File: config.mk
export PLATFORM = sky130hd
export DESIGN_NAME = phy_lane_scheduler
export DESIGN_NICKNAME = d
export VERILOG_FILES = /design/src/rtl/phy_lane_scheduler.sv
export SDC_FILE = /design/constraint.sdc
export NUM_CORES = 1
export LEC_CHECK = 0
export CORE_ASPECT_RATIO = 1.5
export CORE_MARGIN = 2
export CORE_UTILIZATION = 45
export CTS_CLUSTER_SIZE = 20
export DETAILED_ROUTE_END_ITERATION = 8
export PLACE_DENSITY = 0.62
export SLEW_MARGIN = 20
export SYNTH_ARGS = -nofsm -noshare
export SYNTH_HDL_FRONTEND = slang
export SYNTH_SLANG_ARGS = --single-unit
export TNS_END_PERCENT = 10
File: constraint.sdc
create_clock -name clk_4f -period 3.34 [get_ports clk_4f]
set_input_delay 0.334 -clock clk_4f [delete_from_list [all_inputs] [get_ports clk_4f]]
set_output_delay 0.334 -clock clk_4f [all_outputs]
set_load 0.03 [all_outputs]
File: src/rtl/phy_lane_scheduler.sv
// phy_lane_scheduler: round-robin arbiter that shares one byte-wide PHY
// transmit lane between four buffered input lanes. Everything is clocked by
// clk_4f; every output is registered.
//
// Ports:
//   clk_4f, reset              clock, synchronous active-high reset
//   inN_tx, valid_in N_tx      per-lane data byte and write strobe (N = 0..3)
//   pause                      downstream stall; freezes pops and the pointer
//   out_data, valid_out        granted byte, or IDLE_BYTE with valid_out=0
//   out_lane                   source lane of out_data when valid_out=1
//   almost_fullN               lane FIFO occupancy >= AF_THRESH
//   overflowN                  sticky flag: a lane write was dropped
module phy_lane_scheduler #(
   parameter int unsigned FIFO_DEPTH = 4,
   parameter int unsigned AF_THRESH  = 3,
   parameter int unsigned INIT_IDLES = 4,
   parameter logic [7:0]  IDLE_BYTE  = 8'hBC
) (
   input  logic       clk_4f,
   input  logic       reset,
   input  logic [7:0] in0_tx,
   input  logic [7:0] in1_tx,
   input  logic [7:0] in2_tx,
   input  logic [7:0] in3_tx,
   input  logic       valid_in0_tx,
   input  logic       valid_in1_tx,
   input  logic       valid_in2_tx,
   input  logic       valid_in3_tx,
   input  logic       pause,
   output logic [7:0] out_data,
   output logic       valid_out,
   output logic [1:0] out_lane,
   output logic       almost_full0,
   output logic       almost_full1,
   output logic       almost_full2,
   output logic       almost_full3,
   output logic       overflow0,
   output logic       overflow1,
   output logic       overflow2,
   output logic       overflow3
);

   localparam int unsigned PTR_W  = $clog2(FIFO_DEPTH);
   localparam int unsigned CNT_W  = PTR_W + 1;
   localparam int unsigned IDLE_W = $clog2(INIT_IDLES + 1);

   typedef enum logic [1:0] {ST_INIT, ST_RUN, ST_PAUSED} state_t;

   logic [7:0]       din [4];
   logic [3:0]       vin;
   logic [7:0]       mem [4][FIFO_DEPTH];
   logic [PTR_W-1:0] wptr [4];
   logic [PTR_W-1:0] rptr [4];
   logic [CNT_W-1:0] count [4];
   logic [CNT_W-1:0] count_nxt [4];

   state_t           state_q, state_d;
   logic [IDLE_W-1:0] idle_q, idle_d;
   logic [1:0]       last_q, last_d;
   logic [7:0]       data_q, data_d;
   logic             valid_q, valid_d;
   logic [1:0]       lane_q, lane_d;
   logic [3:0]       pop, push, af_q, ovf_q;
   logic             grant_hit;
   logic [1:0]       grant, cand;

   assign din[0] = in0_tx;
   assign din[1] = in1_tx;
   assign din[2] = in2_tx;
   assign din[3] = in3_tx;
   assign vin    = {valid_in3_tx, valid_in2_tx, valid_in1_tx, valid_in0_tx};

   assign out_data     = data_q;
   assign valid_out    = valid_q;
   assign out_lane     = lane_q;
   assign almost_full0 = af_q[0];
   assign almost_full1 = af_q[1];
   assign almost_full2 = af_q[2];
   assign almost_full3 = af_q[3];
   assign overflow0    = ovf_q[0];
   assign overflow1    = ovf_q[1];
   assign overflow2    = ovf_q[2];
   assign overflow3    = ovf_q[3];

   // Next-state, arbitration and next-output logic
   always_comb begin
      state_d   = state_q;
      idle_d    = idle_q;
      last_d    = last_q;
      data_d    = IDLE_BYTE;
      valid_d   = 1'b0;
      lane_d    = lane_q;
      pop       = '0;
      grant_hit = 1'b0;
      grant     = last_q;
      cand      = '0;

      // Search last+1 .. last+4 (mod 4); the fourth candidate is last itself
      for (int i = 1; i <= 4; i++) begin
         cand = last_q + 2'(i);
         if (!grant_hit && count[cand] != '0) begin
            grant_hit = 1'b1;
            grant     = cand;
         end
      end

      case (state_q)
         ST_INIT: begin
            idle_d = idle_q + IDLE_W'(1);
            if (idle_q == IDLE_W'(INIT_IDLES - 1))
               state_d = pause ? ST_PAUSED : ST_RUN;
         end
         ST_RUN: begin
            if (pause) begin
               state_d = ST_PAUSED;
            end else if (grant_hit) begin
               pop[grant] = 1'b1;
               data_d     = mem[grant][rptr[grant]];
               valid_d    = 1'b1;
               lane_d     = grant;
               last_d     = grant;
            end
         end
         ST_PAUSED: begin
            if (!pause) state_d = ST_RUN;
         end
         default: state_d = ST_INIT;
      endcase
   end

   // A full lane still accepts a write when it is popped at the same edge
   always_comb begin
      for (int l = 0; l < 4; l++) begin
         push[l]      = vin[l] && ((count[l] < CNT_W'(FIFO_DEPTH)) || pop[l]);
         count_nxt[l] = count[l] + CNT_W'(push[l]) - CNT_W'(pop[l]);
      end
   end

   // State, output and FIFO bookkeeping registers
   always_ff @(posedge clk_4f) begin
      if (reset) begin
         state_q <= ST_INIT;
         idle_q  <= '0;
         last_q  <= 2'd3;
         data_q  <= IDLE_BYTE;
         valid_q <= 1'b0;
         lane_q  <= 2'd0;
         af_q    <= '0;
         ovf_q   <= '0;
         for (int l = 0; l < 4; l++) begin
            wptr[l]  <= '0;
            rptr[l]  <= '0;
            count[l] <= '0;
         end
      end else begin
         state_q <= state_d;
         idle_q  <= idle_d;
         last_q  <= last_d;
         data_q  <= data_d;
         valid_q <= valid_d;
         lane_q  <= lane_d;
         for (int l = 0; l < 4; l++) begin
            if (push[l]) wptr[l] <= wptr[l] + PTR_W'(1);
            if (pop[l])  rptr[l] <= rptr[l] + PTR_W'(1);
            count[l] <= count_nxt[l];
            af_q[l]  <= (count_nxt[l] >= CNT_W'(AF_THRESH));
            if (vin[l] && !push[l]) ovf_q[l] <= 1'b1;
         end
      end
   end

   // FIFO storage needs no reset; contents are dead once pointers clear
   always_ff @(posedge clk_4f) begin
      for (int l = 0; l < 4; l++) begin
         if (!reset && push[l]) mem[l][wptr[l]] <= din[l];
      end
   end

endmodule

* Yosys cells after proc, flatten, opt, wreduce, memory -nomap -nowiden
Memories as Yosys holds them, arrays and structs flattened. A register that Yosys moved wholly into a read port is not among the register bits.
Index checks and enable logic that the tools add are counted.
** Word-level totals
- Register bits :: 26
- RAM bits :: 156
- Output and inout port bits :: 19
- Memories kept :: 4
** Cells by class
- Add/sub/neg operators :: 20
- Bitwise gates (word level) :: 20
- Order comparisons :: 19
- Eq/ne operators :: 6
- Multiplexer cells :: 79
- Reductions and logical operators :: 41
** Memory list
- mem :: words 4, bits a word 32, rd ports 1, clocked after memory_dff 0, write ports 4, RTL line 51 : logic [7:0] mem [4][FIFO_DEPTH];
- count :: words 4, bits a word 3, rd ports 8, clocked after memory_dff 1, write ports 4, RTL line 54 : logic [CNT_W-1:0] count [4];
- rptr :: words 4, bits a word 2, rd ports 5, clocked after memory_dff 0, write ports 4, RTL line 53 : logic [PTR_W-1:0] rptr [4];
- wptr :: words 4, bits a word 2, rd ports 4, clocked after memory_dff 0, write ports 4, RTL line 52 : logic [PTR_W-1:0] wptr [4];
** Operator list (number)
- $mux W32 :: 4
- $demux W8 S2 :: 4
- $mux W8 :: 6
- $mux W1 :: 37
- $mux W2 :: 18
- $logic_and A1 B1 Y1 :: 20
- $add A2 B1 Y2 const B :: 9
- $bmux W8 S2 :: 1
- $ge A3 B3 Y1 const B :: 5
- $not A2 Y3 :: 5
- $add A3 B1 Y3 :: 4
- $ge A3 B2 Y1 const B :: 4
- $lt A3 B1 Y1 const B :: 4
- $lt A3 B3 Y1 const B :: 4
- $mux W3 :: 4
- $mux W4 :: 3
- $or A1 B1 Y1 :: 12
- $reduce_bool A3 Y1 :: 4
- $sub A3 B1 Y3 :: 4
- $logic_not A1 Y1 :: 8
- $ne A2 B2 Y1 const B :: 3
- $pmux W2 S3 :: 1
- $reduce_and A3 Y1 :: 2
- $add A2 B2 Y2 const B :: 2
- other kinds (12) :: 17

* Depth between registers and ports, before layout
An unclocked memory read counts as a cell.
- Depth after elaboration :: 26
- Depth in mapped cells :: 16
- Depth with buffers taken out :: 14

* Worst setup path before layout
Ideal clock, no wire load.
- Path type :: reg-to-reg
- Start point :: register last_q[0]
- End point :: register af_q[2]
- Slack :: 283 ps
- Required time :: 3226 ps
- Cell stages (with the launch flop) :: 16
- Period minus slack after synthesis :: 3057 ps
- Arrival time :: 2943 ps
- Buffers on the path :: 2
- Setup time :: 114 ps
- Path through :: dfxtp_1 -> buf_2 -> nor4b_1 -> nand2_1 -> o21ai_1 -> a31o_1 -> buf_2 -> nor3_2 -> o21ai_1 -> inv_1 -> ha_1 -> fa_1 -> xnor2_1 -> xnor2_1 -> nor2_1 -> a21o_1
** On the way
- Cells in the longest elaborated chain, start to end :: 25
- Elaborated cells between the ends (all ways) :: 34
- Those cells by class :: add/sub (5); order compare (3); mux (13); reduce/logical (12); memory (1)
** RTL lines
- start, declared :: RTL line 59 : logic [1:0] last_q, last_d;
- start signal, assigned :: RTL line 158 : last_q <= last_d;
- $add A2 B1 Y2 :: RTL line 100 : cand = last_q + 2'(i);
- $mem_v2 Z4 W3
- $reduce_bool A3 Y1 :: RTL line 101 : if (!grant_hit && count[cand] != '0) begin
- $mux W1 :: RTL line 101
- $logic_not A1 Y1 :: RTL line 101
- $logic_and A1 B1 Y1 :: RTL line 101
- $mux W1 :: RTL line 101
- $logic_not A1 Y1 :: RTL line 101
- (+9 left out)
- $mux W4 * :: RTL line 116 : end else if (grant_hit) begin
- $mux W4 * :: RTL line 114 : if (pause) begin
- $mux W4 * :: RTL line 107 : case (state_q)
- $logic_or A1 B1 Y1 :: RTL line 134 : push[l] = vin[l] && ((count[l] < CNT_W'(FIFO_DEPTH)) || pop[l]);
- $logic_and A1 B1 Y1 :: RTL line 134
- $add A3 B1 Y3 :: RTL line 135 : count_nxt[l] = count[l] + CNT_W'(push[l]) - CNT_W'(pop[l]);
- $sub A3 B1 Y3 * :: RTL line 135
- $ge A3 B2 Y1 * :: RTL line 166 : af_q[l] <= (count_nxt[l] >= CNT_W'(AF_THRESH));
- end signal, assigned by index :: RTL line 166
- end, declared :: RTL line 63 : logic [3:0] pop, push, af_q, ovf_q;
Every way passes the cells marked *; elsewhere a longest branch is shown, timed or not.
A chain may end at the register's enable or synchronous reset.

==> summary.txt <==
Global route
  – Initial antenna violation count: 1
  – Met1 Use GR: 20.2%
  – GRT busiest layer: met2
  – First-pass GRT wire length: 28100 um
  – Met3 Track Usage GR: 3.80%
  – Overall routing resource usage: 20.0%
  – Gr ovfl total: 0
  – Number of global-route vias before repair: 5271
  – Met2 GRT Util: 36.8%
  – Largest net degree at the start of global routing: 44

Synth
  – Main synth FF type: edfxtp_1
  – Post-synth net total: 686
  – Mapped cell area: 8120 um2
  – Post-synth cell types: 57
  – EDFF count, synth: 144
  – Post-synthesis sequential area ratio: 63.1%
  – Synth Instances: 617
  – #FFs+latches synth: 184
  – Most area-consuming cells after synthesis: edfxtp_1, dfxtp_1, mux2i_1, ha_1, nand2_1
  – Post-synth top area share: 53.3%
  – Mean Syn Cell Area: 13.2 um2
  – Cell taking the most area after synthesis: edfxtp_1
  – Ys async rst share: 0%
  – Synthesis Warnings: 0

Timing
  – Setup Skew: 15.4 ps
  – Least-Margin Pin Slew: 496 ps
  – # setup viols final: 0
  – Pins over their slew limit: 0
  – Final period utilization: 94.3%
  – Relative slew slack: 66.7%
  – Final number of hold-violating endpoints: 0
  – Fin worst setup slack: 192 ps
  – Fin crit period: 3150 ps
  – Fmax: 318 MHz

Critical path
  – Worst EP arrival: 3480 ps
  – CP Capture Type: register
  – Data required, critical path: 3670 ps
  – CP Launch Type: register
  – CP Max Fanout: 6
  – Setup Crit Path Kind: reg -> reg

Detailed routing
  – DR vias/cell: 5.47
  – DRT Pass-1 Iters: 5
  – Routed WL: 18400 um
  – WL/cell: 19.9 um
  – # DRC: 0
  – Routed vias: 5064
  – DR iter-0 viols: 276
  – ANT nets after route: 0

Power and ir drop
  – VDD IR max: 445 uV
  – Pwr Density: 842 nW/um2
  – Leakage Power: 3.55 nW

CTS
  – Clock transition at path regs: 70 ps
  – Skew-Pair Late Insertion Delay: 440 ps
  – CTS root buf: clkbuf_16
  – CTS Buf Count: 17
  – Htree depth: 4
  – Clock Path Buffers: 2
  – Clock sinks: 184
  – CTS tree: done

Floorplan
  – Die ar.: 19200 um2
  – Die Width: 114 um
  – Die Height: 169 um
  – Core ar.: 17800 um2
  – Initial Utilization: 45.6%
  – Rows: 60
  – I/O pins: 58

Placement
  – DP Wirelength: 13400 um
  – # port buffers: 57
  – Setup WS pre-CTS: 86.6 ps
  – Routability congestion estimate: 0.836

Finish
  – Util after Layout: 54.1%
  – Ant. Diodes: 0
  – Layout Nets: 765
  – Layout area overhead: 18.5%
  – Number of fillers in the final layout: 1483
  – Layout cell share with drive strength beyond 1: 13.0%

Min path
  – HP Class: in -> reg

Status
  – Run status: finished clean

Job
  – Max Cap Violations: 0
==> sequential cells by signal (all words and copies together), names as in the netlist, named ones only <==
register and cells:
rptr 8, out_lane 2, mem 128, out_data 8, count 12, af_q 4, wptr 8, ovf_q 4
state_q 2, valid_out 1, last_q 2, idle_q 3
==> per-stage QoR <==
step | area (um2) | instances | power (mW) | hold WS, ps | TNS, ps
2_1_floorplan | 8120 | 617 | 5.31 | 426 | 0
3_3_place_gp | 9060 | 894 | 6.18 | 440 | 0
3_5_place_dp | 9060 | 894 | 6.27 | 444 | 0
4_1_cts | 9600 | 926 | 8.13 | 291 | 0
5_1_grt | 9620 | 926 | 8.53 | 327 | -1.73
6_report | 9620 | 926 | 8.10 | 302 | 0
==> area by class of cell <==
class | instances | area (um2) | area share, %
Inverter | 40 | 150 | 1.56
Timing Repair Buffer | 94 | 843 | 8.77
Sequential cell | 184 | 5120 | 53.3
Clock inverter | 14 | 116 | 1.21
Tap cell | 217 | 272 | 2.82
Multi-Input combinational cell | 359 | 2680 | 27.9
Clock buffer | 18 | 429 | 4.46
==> worst paths after layout <==
path                     from           to  slack [ps]  cells after the start
hold reg to reg      ovf_q[3]     ovf_q[3]         450                      2
setup reg to reg  count[1][1]      af_q[2]         190                     12
hold / removal          reset  count[3][1]         300                      2
setup / recovery  count[1][1]      af_q[2]         190                     12
==> per-layer routing <==
| layer | vias up | wire, um |
|---|---|---|
| met5 | - | 12 |
| met3 | 66 | 663 |
| met2 | 137 | 10200 |
| li1 | 2416 | - |
| met1 | 2443 | 6450 |
| met4 | 2 | 1120 |
==> cell usage in the layout (no fill, tap or decap), drive strengths merged, types with 5 or more instances in the layout <==
cell           netlist  final
nor2b                9      9
clkdlybuf4s50        0     56
xnor2               12     12
nand3               31     31
mux2                10     10
o21ai               10     10
o211ai               6      6
nand2               53     53
a32oi                5      5
buf                 16     38
edfxtp             144    144
dfxtp               40     40
mux2i               45     45
inv                 40     46
or2                  5      5
a211oi              10     10
a211o               12     12
nor2                24     24
nor3b               20     20
nand2b              11     11
ha                  26     26
nor3                12     12
nand4               15     15
clkbuf              18     18
a21oi                8      8
==> critical path, stage by stage (launching register included) <==
cell	delay, ps
dfxtp_1	350
or3_1	490
a22oi_2	240
o211ai_2	230
nor3_2	350
ha_1	190
inv_1	50
ha_1	200
fa_1	380
xnor2_1	180
xnor2_1	140
nor2_1	70
a21o_1	170
==> report_power, final <==
part | total (mW) | internal [mW] | switching (mW)
Combinational | 3.42 | 1.30 | 2.12
Clock | 1.85 | 0.968 | 0.883
Sequential | 2.83 | 2.69 | 0.134
==> cell usage after synthesis (15+ instances only) <==
cell      number
inv_1         40
nor3b_1       20
ha_1          26
mux2i_1       44
dfxtp_1       40
clkbuf_1      17
nor2_1        24
edfxtp_1     144
nand2_1       53
nand4_1       15
nand3_1       31
==> timing repair <==
item / CTS / global route
buffers inserted: 0 / 0
endpoints found under the setup margin: 0 / 5
hold buffers: 0 / 0
gates resized for setup: 0 / 3
==> logic make-up (layout without fill, tap and decap cells) <==
family / Yosys count / after routing / share of synthesized area, %
simple gates: 192 / 192 / 12.7
flops: 184 / 184 / 63.1
buf+inv: 74 / 166 / 4.01
compound gates: 68 / 68 / 6.63
mux: 55 / 55 / 7.09
fa+ha+maj: 30 / 30 / 4.99
xor+xnor: 14 / 14 / 1.51
Note: power is estimated with default switching activity, not from simulation.
